$ cat src/rtl/cpu_isa_pkg.sv
// Shared ISA definitions for the fetch/pre-decode stage: normalised opcodes,
// fetch state encoding and the registered instruction field bundle.
package cpu_isa_pkg;

   localparam logic [5:0] OP_ADD     = 6'b000000;
   localparam logic [5:0] OP_MUL     = 6'b000100;
   localparam logic [5:0] OP_MOV     = 6'b001000;
   localparam logic [5:0] OP_NOP     = 6'b011100;
   localparam logic [5:0] OP_LD_IMM  = 6'b100000;
   localparam logic [5:0] OP_CMP_IMM = 6'b100011;
   localparam logic [5:0] OP_DEC     = 6'b100100;
   localparam logic [5:0] OP_INPUT   = 6'b100110;
   localparam logic [5:0] OP_OUTPUT  = 6'b100111;
   localparam logic [5:0] OP_BRA     = 6'b101010;
   localparam logic [5:0] OP_BHI     = 6'b101100;
   localparam logic [5:0] OP_BEQ     = 6'b101101;

   typedef enum logic [1:0] {
      S_FETCH       = 2'd0,
      S_OPERAND     = 2'd1,
      S_BRANCH_WAIT = 2'd2,
      S_ISSUE       = 2'd3
   } fetch_state_e;

   typedef struct packed {
      logic [5:0] opcode;
      logic [1:0] reg_a;
      logic [1:0] reg_b;
      logic [7:0] imm;
   } instr_fields_t;

   // Opcodes whose second byte is an immediate or a branch target.
   function automatic logic is_two_byte_op(input logic [5:0] op);
      return (op == OP_LD_IMM) || (op == OP_CMP_IMM) || (op == OP_BRA) ||
             (op == OP_BHI) || (op == OP_BEQ);
   endfunction

endpackage

$ cat src/rtl/instr_predecode.sv
// Combinational pre-decode of one program byte into normalised opcode,
// register fields and instruction-class flags.
module instr_predecode
   import cpu_isa_pkg::*;
(
   input  logic [7:0] instr_byte,
   output logic [5:0] opcode,
   output logic [1:0] reg_a,
   output logic [1:0] reg_b,
   output logic       is_two_byte,
   output logic       is_branch,
   output logic       is_cond_branch
);

   always_comb begin
      opcode = '0;
      reg_a  = '0;
      reg_b  = '0;
      if (instr_byte[7]) begin
         opcode = instr_byte[7:2];
         reg_a  = instr_byte[1:0];
      end else begin
         opcode = {instr_byte[7:4], 2'b00};
         reg_a  = instr_byte[3:2];
         reg_b  = instr_byte[1:0];
      end
   end

   assign is_two_byte    = is_two_byte_op(opcode);
   assign is_cond_branch = (opcode == OP_BEQ) || (opcode == OP_BHI);
   assign is_branch      = is_cond_branch || (opcode == OP_BRA);

endmodule

$ cat src/rtl/instruction_fetch.sv
// PC and fetch/pre-decode stage in front of program_memory; resolves branches
// locally and issues all other instructions. NOP_SKIP_EN drops NOPs in fetch.
module instruction_fetch
   import cpu_isa_pkg::*;
#(
   parameter int                ADDR_W   = 8,
   parameter logic [ADDR_W-1:0] RESET_PC = '0
) (
   input  logic              program_clk,
   input  logic              reset,
   output logic [ADDR_W-1:0] address_bus,
   input  logic [7:0]        data_bus,
   output logic              instr_valid,
   input  logic              instr_ready,
   output logic [5:0]        opcode,
   output logic [1:0]        reg_a,
   output logic [1:0]        reg_b,
   output logic [7:0]        imm,
   input  logic              exec_busy,
   input  logic              flag_z,
   input  logic              flag_c
);

   localparam logic [ADDR_W-1:0] PC_INC = ADDR_W'(1);

   fetch_state_e      state_q, state_d;
   logic [ADDR_W-1:0] pc_q, pc_d;
   logic [ADDR_W-1:0] target_q, target_d;
   instr_fields_t     fields_q, fields_d;
   logic              valid_q, valid_d;
   logic              branch_q, branch_d;
   logic              cond_q, cond_d;

   logic [5:0] dec_opcode;
   logic [1:0] dec_reg_a;
   logic [1:0] dec_reg_b;
   logic       dec_is_two_byte;
   logic       dec_is_branch;
   logic       dec_is_cond_branch;
   logic       branch_taken;

   instr_predecode u_predecode (
      .instr_byte     (data_bus),
      .opcode         (dec_opcode),
      .reg_a          (dec_reg_a),
      .reg_b          (dec_reg_b),
      .is_two_byte    (dec_is_two_byte),
      .is_branch      (dec_is_branch),
      .is_cond_branch (dec_is_cond_branch)
   );

   // opcode_q still holds the branch kind while waiting for final flags.
   assign branch_taken = (fields_q.opcode == OP_BEQ) ? flag_z : (!flag_c && !flag_z);

   always_comb begin
      state_d  = state_q;
      pc_d     = pc_q;
      target_d = target_q;
      fields_d = fields_q;
      valid_d  = 1'b0;
      branch_d = branch_q;
      cond_d   = cond_q;
      case (state_q)
         S_FETCH: begin
            pc_d            = pc_q + PC_INC;
            fields_d.opcode = dec_opcode;
            fields_d.reg_a  = dec_reg_a;
            fields_d.reg_b  = dec_reg_b;
            fields_d.imm    = '0;
            branch_d        = dec_is_branch;
            cond_d          = dec_is_cond_branch;
            if (dec_is_two_byte) begin
               state_d = S_OPERAND;
            end else begin
               state_d = S_ISSUE;
               valid_d = 1'b1;
            end
`ifdef NOP_SKIP_EN
            if (dec_opcode == OP_NOP) begin
               state_d  = S_FETCH;
               valid_d  = 1'b0;
               fields_d = fields_q;
            end
`endif
         end
         S_OPERAND: begin
            pc_d = pc_q + PC_INC;
            if (!branch_q) begin
               fields_d.imm = data_bus;
               state_d      = S_ISSUE;
               valid_d      = 1'b1;
            end else if (!cond_q) begin
               pc_d    = ADDR_W'(data_bus);
               state_d = S_FETCH;
            end else begin
               target_d = ADDR_W'(data_bus);
               state_d  = S_BRANCH_WAIT;
            end
         end
         S_BRANCH_WAIT: begin
            if (!exec_busy) begin
               if (branch_taken) pc_d = target_q;
               state_d = S_FETCH;
            end
         end
         S_ISSUE: begin
            valid_d = 1'b1;
            if (instr_ready) begin
               valid_d = 1'b0;
               state_d = S_FETCH;
            end
         end
         default: state_d = S_FETCH;
      endcase
   end

   always_ff @(posedge program_clk) begin
      if (!reset) begin
         state_q  <= S_FETCH;
         pc_q     <= RESET_PC;
         target_q <= '0;
         fields_q <= '0;
         valid_q  <= 1'b0;
         branch_q <= 1'b0;
         cond_q   <= 1'b0;
      end else begin
         state_q  <= state_d;
         pc_q     <= pc_d;
         target_q <= target_d;
         fields_q <= fields_d;
         valid_q  <= valid_d;
         branch_q <= branch_d;
         cond_q   <= cond_d;
      end
   end

   assign address_bus = pc_q;
   assign instr_valid = valid_q;
   assign opcode      = fields_q.opcode;
   assign reg_a       = fields_q.reg_a;
   assign reg_b       = fields_q.reg_b;
   assign imm         = fields_q.imm;

endmodule
$ cat config.mk
export PLATFORM = sky130hd
export DESIGN_NAME = instruction_fetch
export DESIGN_NICKNAME = d
export VERILOG_FILES = /design/src/rtl/cpu_isa_pkg.sv /design/src/rtl/instr_predecode.sv /design/src/rtl/instruction_fetch.sv
export SDC_FILE = /design/constraint.sdc
export NUM_CORES = 1
export LEC_CHECK = 0
export ABC_AREA = 1
export BUFFER_PORTS_ARGS = -buffer_cell sky130_fd_sc_hd__buf_2
export CAP_MARGIN = 20
export CORE_MARGIN = 8
export CORE_UTILIZATION = 55
export CTS_CLUSTER_SIZE = 24
export DETAILED_ROUTE_END_ITERATION = 8
export PLACE_DENSITY = 0.8
export SLEW_MARGIN = 20
export SYNTH_ARGS = -nofsm -noshare
export SYNTH_HDL_FRONTEND = slang
export SYNTH_SLANG_ARGS = --single-unit
$ cat constraint.sdc
create_clock -name program_clk -period 3.3 [get_ports program_clk]
set_input_delay 0.33 -clock program_clk [delete_from_list [all_inputs] [get_ports program_clk]]
set_output_delay 0.33 -clock program_clk [all_outputs]
set_load 0.005 [all_outputs]
## Word level (Yosys, flattened, before mapping)

Cells that the tools add are included.

- Register bits: 39
- Bits of input ports: 14
- Output and inout bits: 27
- Logic and storage cells: 61

- Add/subtract/negate cells: 1
- Eq/ne operators: 13
- Muxes and demuxes: 21
- Reductions and logical operators: 16

Operators by type and width:

| operator | count |
|---|---|
| two-way mux 8 bit | 5 |
| == test 6 bit, second input constant | 6 |
| case mux 8 bit (3 select lines) | 1 |
| case mux 8 bit (2 select lines) | 1 |
| two-way mux 2 bit | 7 |
| adder 8 x 1 -> 8 bit, second input constant | 1 |
| != test 2 bit, second input constant | 4 |
| case mux 2 bit (4 select lines) | 1 |
| logical OR 1 bit | 6 |
| two-way mux 6 bit | 1 |
| AND reduction 3 bit | 2 |
| == test 2 bit, second input constant | 2 |
| two-way mux 1 bit | 4 |
| AND reduction 2 bit | 2 |
| case mux 1 bit (3 select lines) | 1 |
| nonzero test 3 bit | 1 |
| == test 2 x 1 -> 1 bit, second input constant | 1 |
| zero test 1 bit | 2 |
| zero test 2 bit | 1 |
| nonzero test 2 bit | 1 |
| logical AND 1 bit | 1 |

## Longest topological paths before layout

- Word-level depth: 8
- Depth in mapped cells: 13
- Depth with buffers taken out: 12

## Hierarchy

From an unflattened synthesis, not the netlist that was laid out.

- Cells, all modules: 336
- Area, all modules: 2187.1 sq um

By module, submodules not included:

| module | times used | cells an instance | area each (sq um) | sequential area each (sq um) |
|---|---|---|---|---|
| instruction_fetch | 1 | 299 | 2000.7 | 780.7 |
| instr_predecode | 1 | 37 | 186.4 | 0.0 |

## Worst setup path before layout

Ideal clock, no wire load.

- Path kind: flip-flop to flip-flop
- Start point: register state_q[0]
- End point: register pc_q[0], in the netlist address_bus[0]
- Library setup time: 0.113 ns
- Arrival time: 1.361 ns
- Required time: 3.187 ns
- Path slack: 1.826 ns
- Stages on the path, launching flop included: 11
- Path buffers: 2
- Clock period less this slack: 1.474 ns
- Path through: dfxtp_1 inv_1 ha_1 buf_4 nor2_1 a21oi_4 nand2_2 buf_6 nand2_1 nand2_1 nor2_1

- Word-level cells in the longest chain between the ends: 3
- Elaborated cells between the ends (all ways): 8
- Those cells by class: eq/ne: 4; mux: 1; reduce/logical: 3

RTL lines:

| element | RTL line | RTL |
|---|---|---|
| start: declaration | instruction_fetch.sv:26 | `fetch_state_e state_q, state_d;` |
| start signal: assignment | instruction_fetch.sv:127 | `state_q <= state_d;` |
| == test 2 bit (tied with other cells) | instruction_fetch.sv:63 | `case (state_q)` |
| != test 2 bit (no line) or nonzero test 3 bit (tied branches) | -- |  |
| AND reduction 3 bit (no line) | -- |  |
| end signal: assignment | instruction_fetch.sv:128 | `pc_q <= pc_d;` |
| end: declaration | instruction_fetch.sv:27 | `logic [ADDR_W-1:0] pc_q, pc_d;` |

Parallel ways exist; a longest one is shown, timed or not.
A chain may end at the register's enable or synchronous reset.

## Worst setup path in the final report

- Start point: register state_q[0]
- End point: register pc_q[3], in the netlist address_bus[3]

The elaborated chain is that of the path after synthesis.

==> metrics.txt <==
outcome=finished, final reports clean; final instance area=0.002332 sq mm; worst min path class=in2reg; Post-Syn Area=0.002058 sq mm; # placed instances=389; pin count of the biggest net entering global routing=26; vias per cell=5.053; layout cells sized above 1=15.76%; initial antenna violation count=0; area of the multi-input gates=0.001011 sq mm; Initial Util=56.65%; Achievable Freq=518.5 MHz; hold depth=3; clk_lat worst skew=300 ps; Final Hold Fails=0; FF/Latch Area=780.7 sq um; Clock transition at path regs=70 ps; Arrival @ worst endpoint=2170 ps; P&R area growth vs syn=13.31%; floorplan core area=0.003633 sq mm; Hold Startpoint=data_bus[0]; Post-Syn Area per Cell=6.597 sq um; FILL cells=362; Clock Skews=2.292 ps; maximum clock path buffer count=2; Least-Margin Pin Slew=523.3 ps; Port Buf Inserts=40; final period utilization=58.44%; Syn Inst Count=312; drc violations=0; # diodes=0; Pins Over Slew Limit=0; CTS H-tree depth=2; GP Congestion=0.8891; unrepaired setup endpoints after global routing=no; Post-CTS Repair Setup Buffers=0; worst endpoint required time=3540 ps; power per cell area=812.8 mW/mm^2; post-synth top area share=37.93%; count of clock tree sinks=39; Die X=77.18 microns; CTS tree=done; flop-to-flop setup slack=1370 ps; Post-Route Setup TNS=0 ps; die height=77.18 microns; DP Area=0.002251 sq mm; post-cts resize count=0; DR vias=2006; First-pass DRT Iterations=4; leading area contributor after synthesis=dfxtp_1; grt total ovfl=0; Distinct cells, synth=24; Worst Setup End Kind=flop; Clock Tree Root=clkbuf_8; NumNets Final=368; row cnt=22; Pleak=1.128 nW; Hold-fix buffers, CTS=0; final period demand of the worst path=1929 ps; Max Cap Viol=0; CP startpoint kind=flop; FF-to-FF path depth=8; Final ANT Viol Nets=0; initial drt markers=95; Setup violations, final=0; gr usage total=16.56%; RR Startpoint=state_q[0]; critical path peak fanout=17; most common cell after layout, fill and taps aside=nand2_1; global-route wire length before repair=8307 microns; Slew HR=65.01%; clock buffer count from CTS=5; drt wl/cell=12.24 microns; Setup Crit Path Kind=reg2reg; top cells by area, synth=dfxtp_1 (38%), nand2_1 (13%), inv_1 (9.5%); Synth Register Bits=39; vias in the first global route=1895; VDD IR-drop max=561.0 uV; Reg-to-Reg End=address_bus[3]; register area share after synthesis=37.93%; I/O Pins=41; HPWL after DPL=3586 microns; Routed Wire Length=4860 microns; hold path endpoint=reg_b[0]; most frequent cells in the layout=nand2_1 (74), inv_1 (52), buf_2 (40); non-filler instance count after layout=397; Ys Warns=0; die area=0.005956 sq mm; Synth Net Count=332
## cell type report
class,count,area share [%]
multi-input combinational,209,43.35
sequential,39,33.48
timing repair buffer,40,8.584
inverter,53,8.530
clock buffer,7,3.273
tap,48,2.575
clock inverter,1,0.2146
## per-layer routing
layer | vias to the layer above | share of wire, % | wire length, microns | GRT usage, %
met4 | 0 | 1.4 | 67 | 5.849
li1 | 1049 | - | - | -
met5 | - | 0 | 0 | 0
met1 | 892 | 45 | 2206 | 19.32
met2 | 58 | 47 | 2265 | 27.72
met3 | 7 | 6.6 | 320 | 5.128
## report_power, final
part / switching (mW) / leakage (nW) / total [mW] / internal [mW]
clock: 0.165 / 0.0422 / 0.314 / 0.148
sequential: 0.0895 / 0.320 / 0.690 / 0.600
combinational: 0.566 / 0.766 / 0.892 / 0.326
## kinds of logic after synthesis
| family | count (synthesis) | share of synthesized area [%] |
|---|---|---|
| AO/OA/AOI/OAI | 66 | 18.24 |
| XOR/XNOR | 1 | 0.4256 |
| adder cells (fa/ha/maj) | 6 | 3.647 |
| buffers and inverters | 64 | 12.95 |
| flip-flops | 39 | 37.93 |
| AND/OR/NAND/NOR | 136 | 26.81 |
## worst max-delay path by stage
stage / start / to / slack, ps / cells after the start
final: state_q[0] / address_bus[3] / 1370 / 8
after global routing: state_q[0] / address_bus[6] / 1170 / 8
after CTS: state_q[0] / address_bus[3] / 1380 / 8
after detailed placement: state_q[0] / address_bus[3] / 1400 / 8
after global placement: state_q[0] / address_bus[5] / 1500 / 7
after floorplan: state_q[0] / address_bus[0] / 1830 / 10
## metrics by stage
step,setup slack (ps),utilization (%),power [mW],hold WS (ps)
floorplan,1826,-,1.387,423.3
global placement,1496,61.95,1.570,432.1
detailed placement,1397,61.95,1.589,436.5
CTS,1377,64.19,1.905,341.0
global route,1168,64.19,2.061,348.5
finish,1371,64.19,1.896,347.0
## synthesized netlist by cell type
master and number:
dfxtp_1 39, a211oi_1 2, ha_1 6, a31oi_2 1
nand4_1 2, clkbuf_1 4, or2_2 2, a31oi_1 1
buf_6 2, o21ai_0 27, inv_1 52, buf_2 3
nand2_1 74, a21oi_1 26, nand3_1 16, o21ai_4 1
inv_2 1, buf_4 2, nand2_2 2, xor2_1 1
nand3_2 1, o22ai_1 7, nor2_1 39, a21oi_4 1
## critical path: stages (launching register included)
cell     delay [ps]
dfxtp_1         340
inv_1           110
ha_1            480
inv_2           230
a21oi_4         260
nand2_2         190
nand2_1         110
nand2_1          60
nor2_1           90
## sequential cells by signal, indices dropped and copies added (netlist names)
name,count
cond_q,1
imm,8
opcode,6
reg_b,2
reg_a,2
target_q,8
instr_valid,1
branch_q,1
address_bus,8
state_q,2
Power figures use the tool's default switching activity.
